==> config.mk <==
export PLATFORM = sky130hd
export DESIGN_NAME = hop_seq
export DESIGN_NICKNAME = d
export VERILOG_FILES = /design/src/rtl/hop_seq.sv
export SDC_FILE = /design/constraint.sdc
export NUM_CORES = 1
export LEC_CHECK = 0
export BUFFER_PORTS_ARGS = -buffer_cell sky130_fd_sc_hd__buf_2
export CAP_MARGIN = 10
export CORE_AREA = 2 2 277 279
export CTS_CLUSTER_DIAMETER = 80
export DETAILED_ROUTE_END_ITERATION = 10
export DIE_AREA = 0 0 279 281
export GPL_ROUTABILITY_DRIVEN = 0
export HOLD_SLACK_MARGIN = 0.1
export MAX_ROUTING_LAYER = met4
export PLACE_DENSITY = 0.77
export SLEW_MARGIN = 20
export SYNTH_ARGS = -nofsm -noshare
export SYNTH_HDL_FRONTEND = slang
export SYNTH_SLANG_ARGS = --single-unit
==> constraint.sdc <==
create_clock -name clk -period 7.85 [get_ports clk]
set_input_delay 0.3925 -clock clk [delete_from_list [all_inputs] [get_ports clk]]
set_output_delay 0.3925 -clock clk [all_outputs]
set_load 0.01 [all_outputs]
==> src/rtl/hop_seq.sv <==
// hop_seq: steps through a table of hop words, pulsing the
// shifter restart once per hop and dwelling between hops.
module hop_seq #(
  parameter int TX_BITS_WIDTH = 64,
  parameter int NUM_HOPS      = 16,
  parameter int HOP_IDX_WIDTH = 4,
  parameter int DWELL_WIDTH   = 32,
  parameter int SCAN_CYCLES   = 240
) (
  input  logic                     clk,
  input  logic                     reset,
  input  logic                     cfg_wr_en,
  input  logic [HOP_IDX_WIDTH-1:0] cfg_wr_addr,
  input  logic [TX_BITS_WIDTH-1:0] cfg_wr_data,
  input  logic [HOP_IDX_WIDTH-1:0] num_hops_m1,
  input  logic [DWELL_WIDTH-1:0]   dwell_cycles,
  input  logic                     run_en,
  output logic                     scan_start,
  output logic [TX_BITS_WIDTH-1:0] scan_data,
  output logic [HOP_IDX_WIDTH-1:0] hop_idx,
  output logic                     busy,
  output logic                     hop_done
);

  typedef enum logic [1:0] {
    S_IDLE,
    S_LOAD,
    S_SCAN,
    S_DWELL
  } state_t;

  localparam logic [DWELL_WIDTH-1:0] SCAN_LAST =
    DWELL_WIDTH'(SCAN_CYCLES - 1);

  state_t r_state;
  state_t w_next;

  logic [TX_BITS_WIDTH-1:0] r_mem [NUM_HOPS];
  logic [TX_BITS_WIDTH-1:0] r_scan_data;
  logic                     r_scan_start;
  logic [HOP_IDX_WIDTH-1:0] r_hop_idx;
  logic [HOP_IDX_WIDTH-1:0] w_idx_nxt;
  logic [DWELL_WIDTH-1:0]   r_cnt;
  logic [DWELL_WIDTH-1:0]   r_dwell;
  logic                     w_advance;
  logic                     w_hop_done;
  logic                     w_timed;

  // table has no reset so software contents survive it
  always_ff @(posedge clk) begin
    if (cfg_wr_en) begin
      r_mem[cfg_wr_addr] <= cfg_wr_data;
    end
  end

  always_ff @(posedge clk) begin
    if (reset) begin
      r_state <= S_IDLE;
    end else begin
      r_state <= w_next;
    end
  end

  always_comb begin
    w_next     = r_state;
    w_advance  = 1'b0;
    w_hop_done = 1'b0;
    unique case (r_state)
      S_IDLE: begin
        if (run_en) begin
          w_next = S_LOAD;
        end
      end
      S_LOAD: begin
        w_next = S_SCAN;
      end
      S_SCAN: begin
        if (r_cnt == SCAN_LAST) begin
          w_next    = run_en ? S_DWELL : S_IDLE;
          w_advance = ~run_en;
        end
      end
      S_DWELL: begin
        if (r_cnt == r_dwell - 1'b1) begin
          w_hop_done = 1'b1;
          w_advance  = 1'b1;
          w_next     = run_en ? S_LOAD : S_IDLE;
        end
      end
      default: begin
        w_next = S_IDLE;
      end
    endcase
  end

  assign w_idx_nxt = (r_hop_idx == num_hops_m1) ?
                     '0 : r_hop_idx + 1'b1;

  assign w_timed = (r_state == S_SCAN) ||
                   (r_state == S_DWELL);

  always_ff @(posedge clk) begin
    if (reset) begin
      r_hop_idx    <= '0;
      r_scan_start <= 1'b0;
      r_scan_data  <= '0;
      r_cnt        <= '0;
      r_dwell      <= '0;
    end else begin
      r_scan_start <= (r_state == S_LOAD);
      if (r_state == S_LOAD) begin
        r_scan_data <= r_mem[r_hop_idx];
      end
      // dwell is captured once, in the pulse cycle
      if (r_scan_start) begin
        r_dwell <= (dwell_cycles == '0) ?
                   DWELL_WIDTH'(1) : dwell_cycles;
      end
      if (w_timed && (w_next == r_state)) begin
        r_cnt <= r_cnt + 1'b1;
      end else begin
        r_cnt <= '0;
      end
      if (w_advance) begin
        r_hop_idx <= w_idx_nxt;
      end
    end
  end

  assign scan_start = r_scan_start;
  assign scan_data  = r_scan_data;
  assign hop_idx    = r_hop_idx;
  assign busy       = (r_state != S_IDLE);
  assign hop_done   = w_hop_done;

endmodule

Yosys cells after proc, flatten, opt, wreduce, memory -nomap -nowiden

Memories as Yosys holds them, arrays and structs flattened. A register that Yosys moved wholly into a read port is not among the register bits.
Cells that the tools add are included.

Register bits: 71
Bits in writable memories: 1,024
Bits of input ports: 108
Output and inout bits: 71
Word-level logic and storage cells: 38
Memories kept: 1

Memories:

| memory | depth | bits a word | read ports | clocked after Yosys merged registers in | wr ports | RTL line | text |
|---|---|---|---|---|---|---|---|
| r_mem  | 16    | 64          | 1          | 1                                       | 1        | 38       | `logic [TX_BITS_WIDTH-1:0] r_mem [NUM_HOPS];` |

Add/sub/neg operators: 3
Eq/ne operators: 7
Multiplexer cells: 14
Bitwise logic cells: 2
Reduce and logical (&&, ||, !) cells: 6

Operators with widths:

| operator                                                              | count |
|---|---|
| 32-bit by 1-bit adder with 32-bit output (second input constant)      | 1 |
| 32-bit == test                                                        | 1 |
| 32-bit by 8-bit == test with 1-bit output (second input constant)     | 1 |
| 32-bit zero test                                                      | 1 |
| 32-bit two-way mux                                                    | 1 |
| 32-bit by 1-bit subtractor with 32-bit output (second input constant) | 1 |
| 2-bit two-way mux                                                     | 4 |
| 2-bit one-hot mux with 4 select lines                                 | 1 |
| 1-bit two-way mux                                                     | 6 |
| 4-bit by 1-bit adder with 4-bit output (second input constant)        | 1 |
| 2-bit == test (second input constant)                                 | 2 |
| 4-bit == test                                                         | 1 |
| 4-bit two-way mux                                                     | 1 |
| 2-bit by 1-bit == test with 1-bit output (second input constant)      | 1 |
| 2-bit == test                                                         | 1 |
| 2-bit zero test                                                       | 1 |
| 1-bit NOT                                                             | 2 |
| 1-bit one-hot mux with 2 select lines                                 | 1 |
| 2-bit nonzero test                                                    | 1 |
| 2-bit OR reduction                                                    | 1 |
| 1-bit logical AND                                                     | 1 |
| 1-bit logical OR                                                      | 1 |

Depth between registers and ports, before layout

Gate-level depths: netlist (run 1).

Depth after elaboration: 8
Gate-level depth with buffers: 14

Worst setup path after synthesis (run 1)

No wires, ideal clock.

Kind: in2reg
From: in cfg_wr_addr[2]
To: mem r_mem[0][0], enable pin
Arrival: 5.256 ns
Data required time: 7.285 ns
Path slack: 2.029 ns
Stages: 2
Path buffers: 0
Path through: or3b_2 -> nor3_1

RTL lines:

| item            | RTL line | text |
|---|---|---|
| start, declared | 13       | `input logic [HOP_IDX_WIDTH-1:0] cfg_wr_addr,` |
| end, declared   | 38       |  |

No word-level cell before the write port.

Worst setup path in the final report (run 1)

From: reg r_dwell[0]
To: out hop_done

Cells in the longest elaborated chain, start to end: 4

RTL lines:

| item                                          | RTL line | text |
|---|---|---|
| start, declared                               | 44       | `logic [DWELL_WIDTH-1:0] r_dwell;` |
| start signal, assigned                        | 116      | `r_dwell <= (dwell_cycles == '0) ?` |
| 32-bit by 1-bit subtractor with 32-bit output | 84       | `if (r_cnt == r_dwell - 1'b1) begin` |
| 32-bit == test                                | 84       |  |
| 1-bit two-way mux                             | 84       |  |
| 1-bit two-way mux                             | 68       | `unique case (r_state)` |
| end, declared                                 | 22       | `output logic hop_done` |

No other way between the ends.

==> results of run 1 <==
-- critical path, cell delays in order (launching register included) --
cell                       delay [ps]
sky130_fd_sc_hd__dfxtp_1          360
sky130_fd_sc_hd__inv_1             80
sky130_fd_sc_hd__ha_1             180
sky130_fd_sc_hd__nor3b_2          590
sky130_fd_sc_hd__nand4_2          400
sky130_fd_sc_hd__nor2_1           250
sky130_fd_sc_hd__mux2_2           360
sky130_fd_sc_hd__o31ai_1          320
sky130_fd_sc_hd__nand4b_1         170
sky130_fd_sc_hd__nor4bb_1         320
sky130_fd_sc_hd__and2_1           200
sky130_fd_sc_hd__buf_2            140
-- layout make-up --
cell class	instances	share of cell area (%)
Antenna cell	5	0.0242
Clock buffer	147	5.79
Clock inverter	65	1.46
Inverter	14	0.106
Tap cell	978	2.37
Sequential cell	1159	64.7
Timing Repair Buffer	313	4.34
Multi-Input combinational cell	939	21.2
-- through the flow --
stage | power [mW] | worst slack (ps) | utilization, % | instance area, µm²
CTS | 12.9 | 2900 | 68.4 | 51600
finish | 12.8 | 3400 | 68.5 | 51700
detailed placement | 7.51 | 3590 | 62.1 | 46900
floorplan | 7.28 | 2030 | - | 44800
global placement | 7.48 | 3850 | 62.1 | 46800
global route | 13.2 | 3140 | 68.5 | 51700
-- layer usage --
layer	share of wire [%]	vias up	wire, µm
li1	-	9715	-
met5	0	-	0
met3	8.3	163	8700
met1	39	12300	40600
met2	51	1287	53800
met4	1.9	0	2040
-- final timing paths --
kind / start / end / slack [ps] / depth (start not counted)
min reg2reg: scan_data[56] / scan_data[56] / 450 / 2
max: r_dwell[0] / hop_done / 3400 / 11
min: reset / r_dwell[9] / 170 / 2
max reg2reg: r_dwell[0] / r_cnt[2] / 4020 / 12
-- flip-flops by register name, indices dropped and copies added, names as in the netlist --
name and count:
r_mem 1024, scan_data 64, r_cnt 32, r_dwell 32, hop_idx 4, r_state 2
scan_start 1
-- kinds of logic (layout without fill, tap and decap cells) --
group,count (synthesis),count (layout)
compound gates,110,110
xor+xnor,69,69
fa+ha+maj,3,3
buf+inv,137,539
flops,1159,1159
mux,355,355
other cells,0,5
simple gates,402,402
-- Yosys cell counts, drive strengths merged, types with 3 or more instances --
| cell type | count |
|---|---|
| a211oi | 4 |
| a21oi | 69 |
| a31oi | 3 |
| and3 | 8 |
| and4 | 3 |
| buf | 37 |
| clkbuf | 86 |
| dfxtp | 135 |
| edfxtp | 1024 |
| ha | 3 |
| inv | 14 |
| mux2i | 33 |
| mux4 | 320 |
| nand2 | 165 |
| nand2b | 7 |
| nand3 | 21 |
| nand4 | 14 |
| nor2 | 106 |
| nor3 | 22 |
| nor3b | 4 |
| nor4 | 28 |
| o211ai | 3 |
| o21ai | 4 |
| o31ai | 4 |
| o41ai | 3 |
| or3 | 3 |
| or4 | 5 |
| xnor2 | 32 |
| xor2 | 37 |
-- where the power goes --
| part | internal, mW | switching (mW) | leakage, nW |
|---|---|---|---|
| logic | 0.194 | 0.332 | 4.27 |
| registers | 6.84 | 0.0673 | 10.3 |
| clock network | 3.10 | 2.31 | 1.82 |
-- repair_timing --
item / 4_1_cts / 5_1_grt
resized for setup: 0 / 0
endpoints found under the setup margin: 0 / 0
hold buffers: 97 / 0
hold endpoints to repair: 1058 / 0
-- placed cells by master, fill, tap and decap left out, types with 6 or more instances in the layout --
cell type / n
sky130_fd_sc_hd__clkinv_2: 18
sky130_fd_sc_hd__nor2_1: 82
sky130_fd_sc_hd__clkbuf_1: 29
sky130_fd_sc_hd__nor2_2: 11
sky130_fd_sc_hd__nor3_1: 16
sky130_fd_sc_hd__dfxtp_1: 131
sky130_fd_sc_hd__nor4_1: 25
sky130_fd_sc_hd__nand2_1: 164
sky130_fd_sc_hd__nand3_1: 21
sky130_fd_sc_hd__clkbuf_16: 112
sky130_fd_sc_hd__and3_1: 8
sky130_fd_sc_hd__clkbuf_8: 6
sky130_fd_sc_hd__buf_4: 32
sky130_fd_sc_hd__inv_1: 13
sky130_fd_sc_hd__a21oi_1: 69
sky130_fd_sc_hd__xor2_1: 37
sky130_fd_sc_hd__bufinv_16: 12
sky130_fd_sc_hd__nor2_4: 13
sky130_fd_sc_hd__xnor2_1: 32
sky130_fd_sc_hd__edfxtp_1: 1024
sky130_fd_sc_hd__buf_2: 177
sky130_fd_sc_hd__mux2i_1: 33
sky130_fd_sc_hd__nand2b_1: 6
sky130_fd_sc_hd__clkinv_1: 25
sky130_fd_sc_hd__mux4_2: 320
sky130_fd_sc_hd__nand4_1: 13
sky130_fd_sc_hd__dlygate4sd3_1: 97
==> results, run 1 <==
- The flow ran to the end, and the final reports show no timing, DRC or antenna violations.
- In this run the deepest clock path goes through 3 buffers.
- The number of nets in the layout is 2650.
- After the flow finishes, the layout carries non-filler instances totaling 3620.
- The number of buffers added by the clock tree synthesis step is 112.
- Hold is met by 171 ps.
- At the pin with the least slew margin, the transition time is 1130 ps.
- The worst path arrival time is 4050 ps.
- The via count of the first global-routing pass was 23900.
- In this run the power density over the cells is 248 mW/mm².
- The TritonCTS clock tree is done.
- Once detail routing completed, the nets flagged for antenna violations numbered 0.
- The net count after synthesis is 2346.
- The worst clock skew is 27.7 ps.
- During synthesis, Yosys emitted a total of 0 warnings.
- From synthesis to final layout, the design area changed by 15.3%.
- A synthesized cell averages 20.1 µm².
- Setup violations remaining at the end of the flow were counted as 0.
- In this run the worst path has a maximum fanout of 11.
- The cell area that synthesis handed to floorplanning was 0.0448 mm².
- The total routing resource utilization after global routing is 28.3%.
- The number of port buffers is 178.
- The most heavily used metal layer in global routing is met2.
- The number of antenna violations at the first check in global routing came to 6.
- The starting density of the core is 59.4%.
- In the post-synthesis netlist, the biggest area contributors are sky130_fd_sc_hd__edfxtp_1, sky130_fd_sc_hd__mux4_2, sky130_fd_sc_hd__dfxtp_1, sky130_fd_sc_hd__nand2_1, sky130_fd_sc_hd__nor2_1.
- The number of I/O pins is 179.
- Summed over all failing endpoints, the final setup total negative slack is 0 ps.
- Setup repair after global routing left no endpoint under its margin.
- The achievable frequency is 225 MHz.
- The first detailed-routing pass ran for 5 iterations.
- The element type at the critical path start is a flop.
- Dividing the detail-routed via count by the number of cells gives 6.49.
- The first global-routing pass estimated 156 mm of wire.
- After synthesis, the largest family of logic cells by area is multiplexers.
- The sequential cell area in the final layout is 0.0335 mm².
- Summing the areas of all compound-gate instances in the mapped netlist gives 1.55% of the synthesized area.
- The clock drives 1159 sinks.
- The number of storage elements in the synthesis netlist is 1159.
- For this run, global-route usage on met1 was measured as 37.9%.
- Buffers added to address setup during post-CTS repair amount to 0.
- The total area of multi-input combinational cells is 0.0110 mm².
- The worst setup path is captured at a primary output.
- The xor and xnor fraction of the mapped netlist area is 1.35%.
- The leftover overflow at the end of global routing is 0.
- The fraction of final layout cells with drive strength greater than 1 is 28.3%.
- In the global route stage, met2 resource usage came out at 46.2%.
- The clock latency on the worst-skew pair is 700 ps.
- The analysis attributes to cell leakage a power of 16.4 nW.
- The number of cells in the design after placement is 3303.
- The area of the die is 0.0784 mm².
- Max-cap violations in this run came to 0.
- The number of filler cells placed in the layout is 4546.
- The final count of hold timing violations is 0.
- The simple-gate share of the synthesized area is 4.29%.
- The level count of the clock H-tree is 3.
- The classification of the worst setup path is reg2out.
- The share of the Yosys chip area taken by registers is 74.6%.
- After synthesis, the netlist uses 72 different library cells.
- In the routed design, unresolved DRC markers number 0.
- Measured along the x axis, the die boundary spans 279 µm.
- The cell taking the most area after synthesis is sky130_fd_sc_hd__edfxtp_1.
- The core region is 0.0754 mm².
- After synthesis, the share of cell area in mux cells is 16.9%.
- Entering global routing, the biggest net connects 125 pins.
- The top flip-flop cell by instance count after synthesis is sky130_fd_sc_hd__edfxtp_1.
- The post-detailed-route wirelength per cell is 29.0 µm.
- The final-report max-slew violation count is 0.
- Clock-pin slew was measured on the worst setup and hold paths at 60 ps.
- The share of the cycle needed by the critical path after routing is 56.6%.
- Across all layers, the routed design uses 23500 vias.
- Headroom to the max-slew limit came out at 24.8%.
- Yosys mapped a number of flops with a built-in enable equal to 1024.
- The path category of the worst min-delay check is in2reg.
- The total length of routed wires is 105 mm.
- The top-area cell type share of the netlist area is 68.6%.
- The die is 281 µm tall.
- The number of DRC violations after detailed-routing iteration 0 is 2920.
- STA puts the critical path data required time at 7460 ps.
- The fraction of met3 tracks used by global routing is 4.68%.
- IR analysis of the VDD net gives a maximum drop of 0.000195 V.
- The number of rows created at floorplan is 101.
- The share of flip-flops with an asynchronous set or reset after synthesis is 0%.
- Counting every instance in the synthesized netlist gives 2235.
- Clock tree synthesis selected as its root buffer the cell sky130_fd_sc_hd__clkbuf_16.
- The post-route minimum period is 4450 ps.
- The detailed-placement wirelength estimate is 51.1 mm.
- After Yosys synthesis, full adders, half adders and majority gates account for 0.0837% of the synthesized area.
Note: power is estimated with default switching activity, not from simulation.
==> run 2: changes to the inputs <==
==> constraint.sdc (replaced) <==
create_clock -name clk -period 4.3 [get_ports clk]
set_input_delay 0.215 -clock clk [delete_from_list [all_inputs] [get_ports clk]]
set_output_delay 0.215 -clock clk [all_outputs]
set_load 0.01 [all_outputs]
==> results, run 2 (synthesized netlist as in run 1, its figures left out) <==
- Derived from the worst setup path, the maximum achievable clock frequency is 251 MHz.
- The total routing resource utilization after global routing is 28.8% (+0.50 points).
- The post-route minimum period is 3990 ps.
- The worst path arrival time is 3780 ps (-270 ps).
- The number of iterations in the first detailed-routing pass was 5 (unchanged).
- The highest fanout seen on the critical path came to 8 (-3).
- Leaving out fill and tap cells, the most frequent cell in the layout is sky130_fd_sc_hd__edfxtp_1.
- The placeable core area is 0.0754 mm² (unchanged).
- The number of filler cells placed in the layout is 4416 (-2.9%).
- The largest stage delay on the critical path was 540 ps (-50 ps).
- The number of nets with antenna violations after detailed routing came to 0 (unchanged).
- The number of buffers added by the clock tree synthesis step is 113 (+0.89%).
- The die width is 279 µm (unchanged).
- The final total power is 23.4 mW (+82%).
- The share of the cycle needed by the critical path after routing is 92.8%.
- The final-report max-slew violation count is 0 (unchanged).
- The element type at the critical path start is a flop.
- The area of all placed cells without fillers is 0.0520 mm² (+0.55%).
- The post-placement cell area is 0.0473 mm² (+0.79%).
- The fraction of power consumed by the clock network came to 42.0% (about the same).
- The number of vias after detailed routing is 24000 (+2.1%).
- The register with the most flip-flops in the final layout is r_mem.
- The classification of the worst setup path is reg2out.
- The worst setup slack after placement came to 826 ps (-2760 ps).
- The clock-pin slew reported for the worst setup and hold paths after clock tree synthesis is 60 ps (about the same).
- The via count of the first global-routing pass is 24600 (+2.6%).
- The final critical-path setup slack came to 310 ps (-3090 ps).
- Setup repair after global routing left no endpoint under its margin.
- The top cell types in the final layout, fill and taps aside, are sky130_fd_sc_hd__edfxtp_1, sky130_fd_sc_hd__mux4_2, sky130_fd_sc_hd__buf_2.
- The number of antenna violations at the first check in global routing is 5 (-1).
- The switching power came to 4.94 mW (+83%).
- The register share of total power is 53.9% (about the same).
- The summed negative setup slack over all endpoints is 0 ps (unchanged).
- The clock latency on the worst-skew pair is 670 ps (-30 ps).
- The level count of the clock H-tree is 3 (unchanged).
- The wire length of the first global-routing pass is 159 mm (+1.8%).
- The buffer levels on the longest clock path came to 3 (unchanged).
- The per-cell via count in the routed design is 6.57 (+1.3%).
- The path category of the worst min-delay check is in2reg.
- The final instance count without filler cells was 3648 (+0.77%).
- The relative contribution of combinational cells to total power is 4.2% (about the same).
- The remaining max-slew budget at the tightest pin was 32.7% (+7.9 points).
- The flip-flop count of the largest register, all copies and words added was 1024 (unchanged).
- The reported leakage power was 16.6 nW (+1.0%).
- The starting density of the core is 59.4% (unchanged).
- The data required time at the worst endpoint is 4090 ps (-3370 ps).
- Traced cell by cell, the critical path runs through nor4_4, and4_1, nor4b_4, mux2_1, o31ai_2, nor4bb_1, and2_1, buf_2.
- The final hold slack is 132 ps (-39.0 ps).
- The power density over the cells is 451 mW/mm² (+81%).
- The leftover overflow at the end of global routing is 0 (unchanged).
- The area of the die is 0.0784 mm² (unchanged).
- The area growth from synthesis to layout is 15.9%.
- The post-detailed-route wirelength per cell is 29.5 µm (+1.8%).
- The final count of hold timing violations came to 0 (unchanged).
- The detailed-placement wirelength estimate came to 53.9 mm (+5.4%).
- The number of cells in the design after placement is 3329 (+0.79%).
- The switching part of the total power was 21.1% (+0.034 points).
- TritonCTS built the clock tree.
- The worst clock skew is 23.0 ps (-4.67 ps).
- The worst-case vdd ir drop is 0.000331 V (+69%).
- The total length of routed wires is 108 mm (+2.5%).
- The post-detailed-route DRC marker count is 0 (unchanged).
- The number of DRC violations after detailed-routing iteration 0 is 2939 (+0.65%).
- The count of clock tree sinks is 1159 (unchanged).
- The standard cell with the maximum stage delay on the critical path is sky130_fd_sc_hd__nor4_4.
- The cell family contributing the most delay on the critical path is simple AND/OR/NAND/NOR gates.
- The final core area utilization is 68.9% (+0.37 points).
- The flow ran to the end, and the final reports show no timing, DRC or antenna violations.
- The number of nets in the layout was 2677 (+1.0%).
- The critical path endpoint category is a primary output.
- The number of I/O pins is 179 (unchanged).
- The number of port buffers is 178 (unchanged).
- The fraction of final layout cells with drive strength greater than 1 was 29.6% (+1.3 points).
- The overall die height was 281 µm (unchanged).
- The setup violation total in the final timing report came to 0 (unchanged).
- The actual slew at the worst max-slew pin is 1010 ps (-119 ps).
- The reported max-cap violation count is 0 (unchanged).
- The largest net degree at the start of global routing was 68 (-46%).
- The internal power component is 18.5 mW (+82%).
- The number of buffers and inverters on the critical path is 1 (-1).
- The number of rows created at floorplan is 101 (unchanged).
- The library cell used as clock root buffer is sky130_fd_sc_hd__clkbuf_16.
==> run 2: cell types whose count changed in the layout (fill, tap and decap cells not counted), sizes merged <==
cell,delta
inv,+2
buf,+23
dlygate4sd3,+3
clkinvlp,+3
bufinv,-3
==> run 2: final timing paths <==
check,from,end,slack [ps],depth (start not counted)
min reg2reg,scan_data[55],scan_data[55],450,2
min,num_hops_m1[0],hop_idx[1],130,5
max,r_dwell[4],hop_done,310,8
max reg2reg,r_dwell[4],hop_idx[3],700,9
==> run 2: area by class of cell <==
type                            instances  area (µm²)  area share (%)
Clock buffer                          147        3100            5.96
Tap cell                              978        1220            2.35
Sequential cell                      1159       33500            64.4
Timing Repair Buffer                  339        2540            4.89
Multi-Input combinational cell        939       11000            21.1
Clock inverter                         67         607            1.17
Antenna cell                            5        12.5          0.0241
Inverter                               14        55.1           0.106
==> run 2: timing repair <==
item	CTS	global route
endpoints found under the hold margin	1059	0
resized for setup	0	2
hold buffers	100	0
buffers inserted	0	0
setup endpoints to repair	0	1
==> run 2: worst register-to-register path, stage by stage, from the launching register on <==
cell                       delay, ps
sky130_fd_sc_hd__dfxtp_1         400
sky130_fd_sc_hd__nor4_4          540
sky130_fd_sc_hd__and4_1          410
sky130_fd_sc_hd__nor4b_4         310
sky130_fd_sc_hd__mux2_1          370
sky130_fd_sc_hd__o31ai_2         330
sky130_fd_sc_hd__nand4_1         200
sky130_fd_sc_hd__o41ai_4         550
sky130_fd_sc_hd__a21boi_0        240
sky130_fd_sc_hd__o32ai_1          90
==> run 2: power groups by stage <==
stage / Combinational, mW / Clock, mW / Sequential (mW)
6_report: 0.978 / 9.83 / 12.6
5_1_grt: 1.05 / 10.3 / 12.6
4_1_cts: 0.963 / 9.93 / 12.6
3_5_place_dp: 0.874 / 0 / 12.8
3_3_place_gp: 0.840 / 0 / 12.8
2_1_floorplan: 0.455 / 0 / 12.8
==> run 2: per-layer routing <==
layer  global-route usage, %  routed length [µm]
met5                       -                   0
met4                    7.94                2480
met3                    4.91                9680
met2                    46.5               54700
met1                    38.7               40900
